==> config.mk <==
export PLATFORM = sky130hd
export DESIGN_NAME = spgd_perturb_seq
export DESIGN_NICKNAME = d
export VERILOG_FILES = /design/src/rtl/spgd_pkg.sv /design/src/rtl/sat_addsub.sv /design/src/rtl/spgd_perturb_seq.sv
export SDC_FILE = /design/constraint.sdc
export NUM_CORES = 1
export LEC_CHECK = 0
export CORE_ASPECT_RATIO = 1.1
export CORE_MARGIN = 1.5
export CORE_UTILIZATION = 45
export DETAILED_ROUTE_END_ITERATION = 8
export DONT_BUFFER_PORTS = 1
export REMOVE_ABC_BUFFERS = 1
export SKIP_CTS_REPAIR_TIMING = 1
export SKIP_LAST_GASP = 1
export SLEW_MARGIN = 5
export SYNTH_ARGS = -nofsm -noshare
export SYNTH_HDL_FRONTEND = slang
export SYNTH_SLANG_ARGS = --single-unit
==> constraint.sdc <==
create_clock -name clk -period 13.9 [get_ports clk]
set_input_delay 2.78 -clock clk [delete_from_list [all_inputs] [get_ports clk]]
set_output_delay 2.78 -clock clk [all_outputs]
set_load 0.02 [all_outputs]
==> src/rtl/spgd_pkg.sv <==
// spgd_pkg
// Shared definitions for the SPGD perturbation sequencer: the DAC control
// word width, the saturation limits of 14-bit two's complement and the
// sequencer state encoding.
package spgd_pkg;

    localparam int U_W = 14;

    localparam logic [U_W-1:0] U_MAX = 14'h1FFF;   // +8191
    localparam logic [U_W-1:0] U_MIN = 14'h2000;   // -8192

    typedef enum logic [2:0] {
        S_IDLE    = 3'd0,
        S_PLUS    = 3'd1,
        S_WAIT_P  = 3'd2,
        S_MINUS   = 3'd3,
        S_WAIT_M  = 3'd4,
        S_UPDATE  = 3'd5,
        S_RESTORE = 3'd6
    } state_t;

endpackage

==> src/rtl/sat_addsub.sv <==
// sat_addsub
// Combinational saturating add/subtract on U_W-bit two's complement words.
// Ports:
//   a, b     in   U_W  operands
//   sub_sel  in   1    0: a + b, 1: a - b
//   result   out  U_W  clamped result
//   sat      out  1    high when the result was clamped
module sat_addsub
    import spgd_pkg::*;
(
    input  logic [U_W-1:0] a,
    input  logic [U_W-1:0] b,
    input  logic           sub_sel,
    output logic [U_W-1:0] result,
    output logic           sat
);

    logic [U_W:0] a_x;
    logic [U_W:0] b_x;
    logic [U_W:0] sum_x;

    // One guard bit holds the exact result, so overflow shows up as the two
    // top bits disagreeing. This also covers a - 0x2000, whose negated operand
    // is not representable in U_W bits.
    always_comb begin
        a_x   = {a[U_W-1], a};
        b_x   = {b[U_W-1], b};
        sum_x = sub_sel ? (a_x - b_x) : (a_x + b_x);
        sat   = sum_x[U_W] ^ sum_x[U_W-1];
        if (!sat) begin
            result = sum_x[U_W-1:0];
        end else if (sum_x[U_W]) begin
            result = U_MIN;
        end else begin
            result = U_MAX;
        end
    end

endmodule

==> src/rtl/spgd_perturb_seq.sv <==
// spgd_perturb_seq
// Runs one SPGD iteration on the DAC control value U: drives U+delta, takes
// metric Jp, drives U-delta, takes metric Jm, steps U toward the larger
// metric and writes the committed U back to the DAC.
// Ports:
//   clk, rst_n           clock, asynchronous active-low reset
//   start                begin an iteration (accepted only when idle)
//   delta, step          signed perturbation / update step, latched at start
//   metric, metric_valid unsigned metric and its one-cycle qualifier
//   dac_u, dac_valid     registered DAC word and its update strobe
//   u_cur                committed U
//   busy, done           not idle / end-of-iteration pulse
//   sat_flag             sticky clamp indicator, cleared by an accepted start
//   sat_cnt              (only with SPGD_SAT_COUNT_EN) saturating clamp count
//
// States:
//   S_IDLE    | waiting for start; PLUS word is launched on acceptance
//   S_PLUS    | dac_u = sat(U+delta) is presented with dac_valid
//   S_WAIT_P  | waiting for Jp; MINUS word is launched on metric_valid
//   S_MINUS   | dac_u = sat(U-delta) is presented with dac_valid
//   S_WAIT_M  | waiting for Jm
//   S_UPDATE  | compare Jp/Jm, commit the stepped U
//   S_RESTORE | dac_u = committed U with dac_valid and done
//
// DAC words are registered on the transition into the state that presents
// them, so dac_valid is visible in the cycle right after start.
module spgd_perturb_seq
    import spgd_pkg::*;
#(
    parameter int             MET_W  = 16,
    parameter logic [U_W-1:0] U_INIT = 14'h0000
) (
    input  logic             clk,
    input  logic             rst_n,
    input  logic             start,
    input  logic [U_W-1:0]   delta,
    input  logic [U_W-1:0]   step,
    input  logic [MET_W-1:0] metric,
    input  logic             metric_valid,
    output logic [U_W-1:0]   dac_u,
    output logic             dac_valid,
    output logic [U_W-1:0]   u_cur,
    output logic             busy,
    output logic             done,
    output logic             sat_flag
`ifdef SPGD_SAT_COUNT_EN
    ,
    output logic [15:0]      sat_cnt
`endif
);

    state_t state;
    state_t state_nxt;

    logic [U_W-1:0]   delta_q;
    logic [U_W-1:0]   step_q;
    logic [MET_W-1:0] jp;
    logic [MET_W-1:0] jm;

    logic             start_acc;
    logic             perturb_load;
    logic             update_load;
    logic [U_W-1:0]   pert_b;
    logic             pert_sub;
    logic [U_W-1:0]   pert_result;
    logic             pert_sat;
    logic             upd_sub;
    logic [U_W-1:0]   upd_result;
    logic             upd_sat;
    logic [U_W-1:0]   u_nxt;
    logic             sat_evt;

    sat_addsub u_pert (
        .a       (u_cur),
        .b       (pert_b),
        .sub_sel (pert_sub),
        .result  (pert_result),
        .sat     (pert_sat)
    );

    sat_addsub u_upd (
        .a       (u_cur),
        .b       (step_q),
        .sub_sel (upd_sub),
        .result  (upd_result),
        .sat     (upd_sat)
    );

    always_comb begin
        state_nxt    = state;
        start_acc    = 1'b0;
        perturb_load = 1'b0;
        update_load  = 1'b0;
        case (state)
            S_IDLE: begin
                if (start) begin
                    start_acc    = 1'b1;
                    perturb_load = 1'b1;
                    state_nxt    = S_PLUS;
                end
            end
            S_PLUS:   state_nxt = S_WAIT_P;
            S_WAIT_P: begin
                if (metric_valid) begin
                    perturb_load = 1'b1;
                    state_nxt    = S_MINUS;
                end
            end
            S_MINUS:  state_nxt = S_WAIT_M;
            S_WAIT_M: begin
                if (metric_valid) begin
                    state_nxt = S_UPDATE;
                end
            end
            S_UPDATE: begin
                update_load = 1'b1;
                state_nxt   = S_RESTORE;
            end
            S_RESTORE: state_nxt = S_IDLE;
            default:   state_nxt = S_IDLE;
        endcase
    end

    // The PLUS word is computed from the live delta input in the accept cycle,
    // before delta_q has been loaded.
    always_comb begin
        pert_b   = (state == S_IDLE) ? delta : delta_q;
        pert_sub = (state == S_WAIT_P);
        upd_sub  = (jp < jm);
        u_nxt    = (jp != jm) ? upd_result : u_cur;
        sat_evt  = (perturb_load && pert_sat) ||
                   (update_load && (jp != jm) && upd_sat);
    end

    assign busy = (state != S_IDLE);

    always_ff @(posedge clk or negedge rst_n) begin
        if (!rst_n) begin
            state     <= S_IDLE;
            u_cur     <= U_INIT;
            dac_u     <= U_INIT;
            dac_valid <= 1'b0;
            done      <= 1'b0;
            sat_flag  <= 1'b0;
            delta_q   <= '0;
            step_q    <= '0;
            jp        <= '0;
            jm        <= '0;
        end else begin
            state     <= state_nxt;
            dac_valid <= perturb_load || update_load;
            done      <= update_load;
            if (start_acc) begin
                delta_q <= delta;
                step_q  <= step;
            end
            if (perturb_load) begin
                dac_u <= pert_result;
            end
            if (state == S_WAIT_P && metric_valid) begin
                jp <= metric;
            end
            if (state == S_WAIT_M && metric_valid) begin
                jm <= metric;
            end
            if (update_load) begin
                u_cur <= u_nxt;
                dac_u <= u_nxt;
            end
            // An accepted start clears the flag, but the PLUS word launched
            // in the same cycle may set it again.
            if (start_acc) begin
                sat_flag <= pert_sat;
            end else if (sat_evt) begin
                sat_flag <= 1'b1;
            end
        end
    end

`ifdef SPGD_SAT_COUNT_EN
    always_ff @(posedge clk or negedge rst_n) begin
        if (!rst_n) begin
            sat_cnt <= '0;
        end else if (sat_evt && (sat_cnt != 16'hFFFF)) begin
            sat_cnt <= sat_cnt + 16'd1;
        end
    end
`endif

endmodule

==> results.md, run 1 <==
* Unrepaired setup endpoints after global routing: false
* Min Clock Period, post-route at 6.61 ns
* CP delay by family, top: compound AO/OA/AOI/OAI gates
* Worst path bufs/invs at 1
* CP Launch Type: input port
* Count of state elements after synthesis at 94
* Critical Path End Type: flip-flop
* I/O Buffers at 0
* GRT Total Usage at 0.218
* Worst Setup EP: dac_u[8]
* WL/cell at 18.1 µm
* Top cells by count, synth: dfrtp_1, nand2_1, o21ai_0
* Detailed placer's ending HPWL at 12100 µm
* Reg2reg end: dac_u[8]
* Antenna violations before repair at 0
* Share of the synthesized area in the top cell type at 0.356
* Slew HR at 0.353
* Final #Nets at 790
* Slew Viols, Final at 0
* DR vias at 5244
* Least-Margin Pin Slew at 0.971 ns
* Worst hold path depth at 1
* Yosys top cell by area: dfrtp_1
* Min-delay worst type: flip-flop to flip-flop
* Status: completed
* Critical path startpoint: delta[0]
* Antenna cells at 0
* Final hold violations at 0
* First-pass GRT wire length at 26400 µm
* Pin count of the biggest net entering global routing at 95
* Rows at 46
* Share of layout cells above drive strength 1 at 0.113
* Die Wd at 119 µm
* Cts bufs inserted at 9
* CP Data Arrival Time at 6.84 ns
* Worst path depth at 16
* Antenna viol nets, final at 0
* Final Skew at 0.00833 ns
* Drt total wl at 16100 µm
* Critical-path top delay cell: a311oi_1
* Storage element area at 0.00235 mm²
* Synth Flop Type: dfrtp_1
* Area of the multi-input gates at 0.00399 mm²
* TritonCTS clock tree: done
* Max cap viols at 0
* Synth top area cells: dfrtp_1, ha_1, mux2_2
* Cells after Synth at 705
* Synth cell types at 71
* Number of flops mapped to enable cells by yosys at 0
* Sinks on Clock Net at 94
* Worst R2R Start: state[1]
* Synth warn at 0
* Initial DRC count at 320
* Hold path startpoint: delta_q[0]
* Critical Path RT at 14.12 ns
* Top-Level Pins at 80
* Core area at 0.0144 mm²
* Final Setup Violations at 0
* Cell Chain, Critical Path: mux2i_1 > ha_1 > inv_1 > a211oi_1 > a21oi_1 > xor2_1 > ha_1 > o21a_1 > o21a_1 > o21ai_0 > a211oi_1 > a2111oi_0 > a311oi_1 > o21ai_2 > a31oi_1 > o211ai_1
* Die area at 0.0154 mm²
* Area growth from synthesis to final layout at 7.01%
* Starting Density at 0.459
* Vias in the first global route at 5120
* Chip Height at 130 µm
* Overflow after GRT at 0
* Clock buffer depth at 2
* Post-synthesis sequential area ratio at 0.356
* Drt via density at 5.89
* Worst Path Max Fanout at 14
* Setup Crit Path Kind: input port to flip-flop
* Drt pass-1 iters at 4
* Final period util at 0.476
* Ys async rst share at 1.00
* Synth Area per Inst at 9.37 µm²
* Max stage delay on crit path at 0.64 ns
* Setup_tns at 0 ns
* Clock Root Buffer: clkbuf_16
* DRC viols at 0
* Clock latency on the worst-skew pair at 0.35 ns
* Clock transition at the registers of the reported paths at 0.07 ns
* # fillers at 1408
* Count leader, synth: dfrtp_1
* Fmax at 151 MHz
* Cell depth of the worst flop-to-flop path at 18
* Syn Std Cell Area at 0.00660 mm²
* Gpl congestion at 0.891
* Reg2Reg Setup Slack at 8.55 ns
* H-Tree Depth at 3
layout make-up:
type                    instances  share of cell area
well taps                     192              0.0340
clock inverters                 6              0.0133
inverters                      36              0.0191
repair buffers                  3             0.00319
clock buffers                  10              0.0324
multi-input cells             549               0.565
flip-flops and latches         94               0.333
metal layers:
layer | vias up | GRT usage | routed length, µm
met5 | - | 0 | 0
met4 | 0 | 0.0957 | 489
met3 | 28 | 0.0542 | 972
met2 | 113 | 0.350 | 7430
met1 | 2557 | 0.282 | 7180
li1 | 2546 | - | -
sequential cells by signal (all words and copies together) (netlist names):
signal / count
dac_u: 14
dac_valid: 1
delta_q: 14
done: 1
jm: 16
jp: 16
sat_flag: 1
state: 3
step_q: 14
u_cur: 14
cell usage in the layout (no fill, tap or decap), types with 7 or more instances in the layout:
master	instances
a211oi_1	7
a21o_1	17
a21oi_1	40
a31oi_1	17
clkbuf_16	9
dfrtp_1	94
ha_1	47
inv_1	34
mux2_2	40
mux2i_1	17
nand2_1	73
nand3_1	10
nand4_1	8
nor2_1	39
nor2b_1	9
nor3_1	15
o211ai_1	12
o21a_1	9
o21ai_0	51
o21ai_1	8
xnor2_1	29
xor2_1	16
worst min path at each step:
stage                 endpoint  slack, ns
floorplan           delta_q[0]       0.48
CTS                 delta_q[0]       0.52
finish              delta_q[0]       0.51
global placement    delta_q[0]       0.49
global route             jp[1]       0.53
detailed placement  delta_q[0]       0.50
cells by family after synthesis:
kind of cell             Yosys count  share of synthesized area
AO/OA/AOI/OAI                    202                      0.201
AND/OR/NAND/NOR                  195                      0.151
flip-flops                        94                      0.356
buffers and inverters             62                     0.0390
multiplexers                      57                     0.0940
adder cells (fa/ha/maj)           49                     0.0951
XOR/XNOR                          46                     0.0631
per-stage QoR:
| stage | cell area [µm²] | worst slack [ns] | hold slack, ns | instances | utilization |
|---|---|---|---|---|---|
| 3_5_place_dp | 6740 | 6.98 | 0.502 | 874 | 0.469 |
| 5_1_grt | 7070 | 6.96 | 0.531 | 890 | 0.491 |
| 3_3_place_gp | 6740 | 7.21 | 0.491 | 874 | 0.469 |
| 6_report | 7070 | 7.29 | 0.512 | 890 | 0.491 |
| 2_1_floorplan | 6480 | 7.64 | 0.480 | 679 | - |
| 4_1_cts | 7070 | 7.35 | 0.517 | 890 | 0.491 |
Power of run 1 is left out: the tool's default activity adds up to more than one toggle a clock period on the data nets, which glitch-free logic cannot reach.
==> run 2: changes to the inputs <==
==> constraint.sdc (replaced) <==
create_clock -name clk -period 5.95 [get_ports clk]
set_input_delay 1.19 -clock clk [delete_from_list [all_inputs] [get_ports clk]]
set_output_delay 1.19 -clock clk [all_outputs]
set_load 0.02 [all_outputs]
==> run 2 against run 1 <==
Wire length down 0.41%. Critical endpoint is now dac_u[12]. Highest routed layer unchanged. Via count down 1.2%. Cell count unchanged. Clock skew up 0.0022 ns. Worst hold slack worse by 0.0055 ns.
==> results.md, run 2 (synthesized netlist as in run 1, its figures left out) <==
* Status: completed
* # fillers at 1346
* Final hold violations at 0
* Clock latency on the worst-skew pair at 0.36 ns
* Clock buffer depth at 2
* Share of layout cells above drive strength 1 at 0.115
* Cell area after layout at 0.00706 mm²
* WL/cell at 18.0 µm
* Worst path bufs/invs at 0
* Antenna violations before repair at 0
* Max stage delay on crit path at 0.60 ns
* TritonCTS clock tree: done
* Vias in the first global route at 5081
* Antenna viol nets, final at 0
* Drt pass-1 iters at 5
* Leading cell types in the layout, fill and taps excluded: dfrtp_1, nand2_1, o21ai_0
* Min Clock Period, post-route at 5.35 ns
* Core area at 0.0144 mm²
* DR vias at 5182
* Final Skew at 0.0106 ns
* First-pass GRT wire length at 26300 µm
* Gpl congestion at 0.894
* Setup Crit Path Kind: flip-flop to flip-flop
* Dpl ws at 0.663 ns
* Cts bufs inserted at 9
* Final Setup Violations at 0
* Top-Level Pins at 80
* Chip Height at 130 µm
* Area growth from synthesis to final layout at 6.88%
* Critical-path top delay cell: xnor2_1
* Unrepaired setup endpoints after global routing: false
* DRC viols at 0
* Critical Path RT at 6.19 ns
* Worst Path Max Fanout at 15
* Most frequent CP cell: a21o_1
* Die area at 0.0154 mm²
* Initial DRC count at 341
* Rows at 46
* Final period util at 0.900
* Detailed placer's ending HPWL at 12100 µm
* Clock transition at the registers of the reported paths at 0.07 ns
* Fmax at 187 MHz
* Worst Hold Slack at 0.507 ns
* Clock Root Buffer: clkbuf_16
* CP Launch Type: flip-flop
* GRT Total Usage at 0.215
* Least-Margin Pin Slew at 0.956 ns
* Antenna cells at 0
* Max cap viols at 0
* Overflow after GRT at 0
* Slew HR at 0.362
* Critical Path End Type: flip-flop
* I/O Buffers at 0
* CP Data Arrival Time at 5.59 ns
* Setup_tns at 0 ns
* Drt total wl at 16000 µm
* Sinks on Clock Net at 94
* Min-delay worst type: flip-flop to flip-flop
* Final #Nets at 790
* DP Area at 0.00674 mm²
* Most common cell after layout, fill and taps aside: dfrtp_1
* Setup ws final at 0.597 ns
* Drt via density at 5.82
* Slew Viols, Final at 0
* Starting Density at 0.459
* H-Tree Depth at 3
* Die Wd at 119 µm
* Cell Chain, Critical Path: ha_1 > nand4_1 > or3_1 > a21o_1 > and3_1 > a21o_1 > ha_1 > a21o_1 > a21oi_1 > o211ai_1 > a211oi_1 > o21ai_0 > xnor2_1 > nand3_2 > a211oi_1 > o211ai_1
* Regs by FF count: jm x16, jp x16
* CP delay by family, top: compound AO/OA/AOI/OAI gates
* Pin count of the biggest net entering global routing at 95
==> run 2: per-layer routing <==
layer | global-route usage | share of wire | wire length, µm
met1 | 0.282 | 0.46 | 7330
met2 | 0.343 | 0.46 | 7290
met3 | 0.0634 | 0.064 | 1020
met4 | 0.0723 | 0.023 | 369
met5 | 0 | 0 | 0
==> run 2: worst reg2reg max path: cells and delay by family (launching register included) <==
family          cells  cell delay (ns)
fa+ha+maj           2             0.60
compound gates      9             2.30
simple gates        4             1.34
xor+xnor            1             0.60
flops               1             0.39
==> run 2: final timing paths <==
kind	from	to	slack (ns)	depth (start not counted)
min in group asynchronous	rst_n	step_q[4]	0.52	0
worst min register to register	delta_q[0]	delta_q[0]	0.51	1
max in group asynchronous	rst_n	delta_q[6]	5.22	0
worst max register to register	jp[11]	dac_u[12]	0.60	16
worst min-delay path	delta_q[0]	delta_q[0]	0.51	1
worst max-delay path	jp[11]	dac_u[12]	0.60	16
==> run 2: per-stage QoR <==
step                std cells   util
floorplan                 679      -
global placement          874  0.469
detailed placement        874  0.469
CTS                       890  0.491
global route              890  0.491
finish                    890  0.491
==> run 2: area by class of cell <==
class                           count  area [µm²]  area share
Inverter                           36         135      0.0191
Sequential cell                    94        2350       0.333
Multi-Input combinational cell    549        3990       0.566
Clock inverter                      6        75.1      0.0106
Clock buffer                       10         239      0.0339
Timing Repair Buffer                3        22.5     0.00319
Tap cell                          192         240      0.0340
Power of run 2 is left out for the same reason.
==> run 3: changes to the inputs <==
--- a/config.mk
+++ b/config.mk
@@ -8,6 +8,7 @@
 export CORE_ASPECT_RATIO = 1.1
 export CORE_MARGIN = 1.5
 export CORE_UTILIZATION = 45
+export CTS_CLUSTER_SIZE = 10
 export DETAILED_ROUTE_END_ITERATION = 8
 export DONT_BUFFER_PORTS = 1
 export REMOVE_ABC_BUFFERS = 1
==> results of run 3 <==
Same layout as run 2: the final DEF is identical, and so are final timing and power.
Power of run 3 is left out for the same reason.
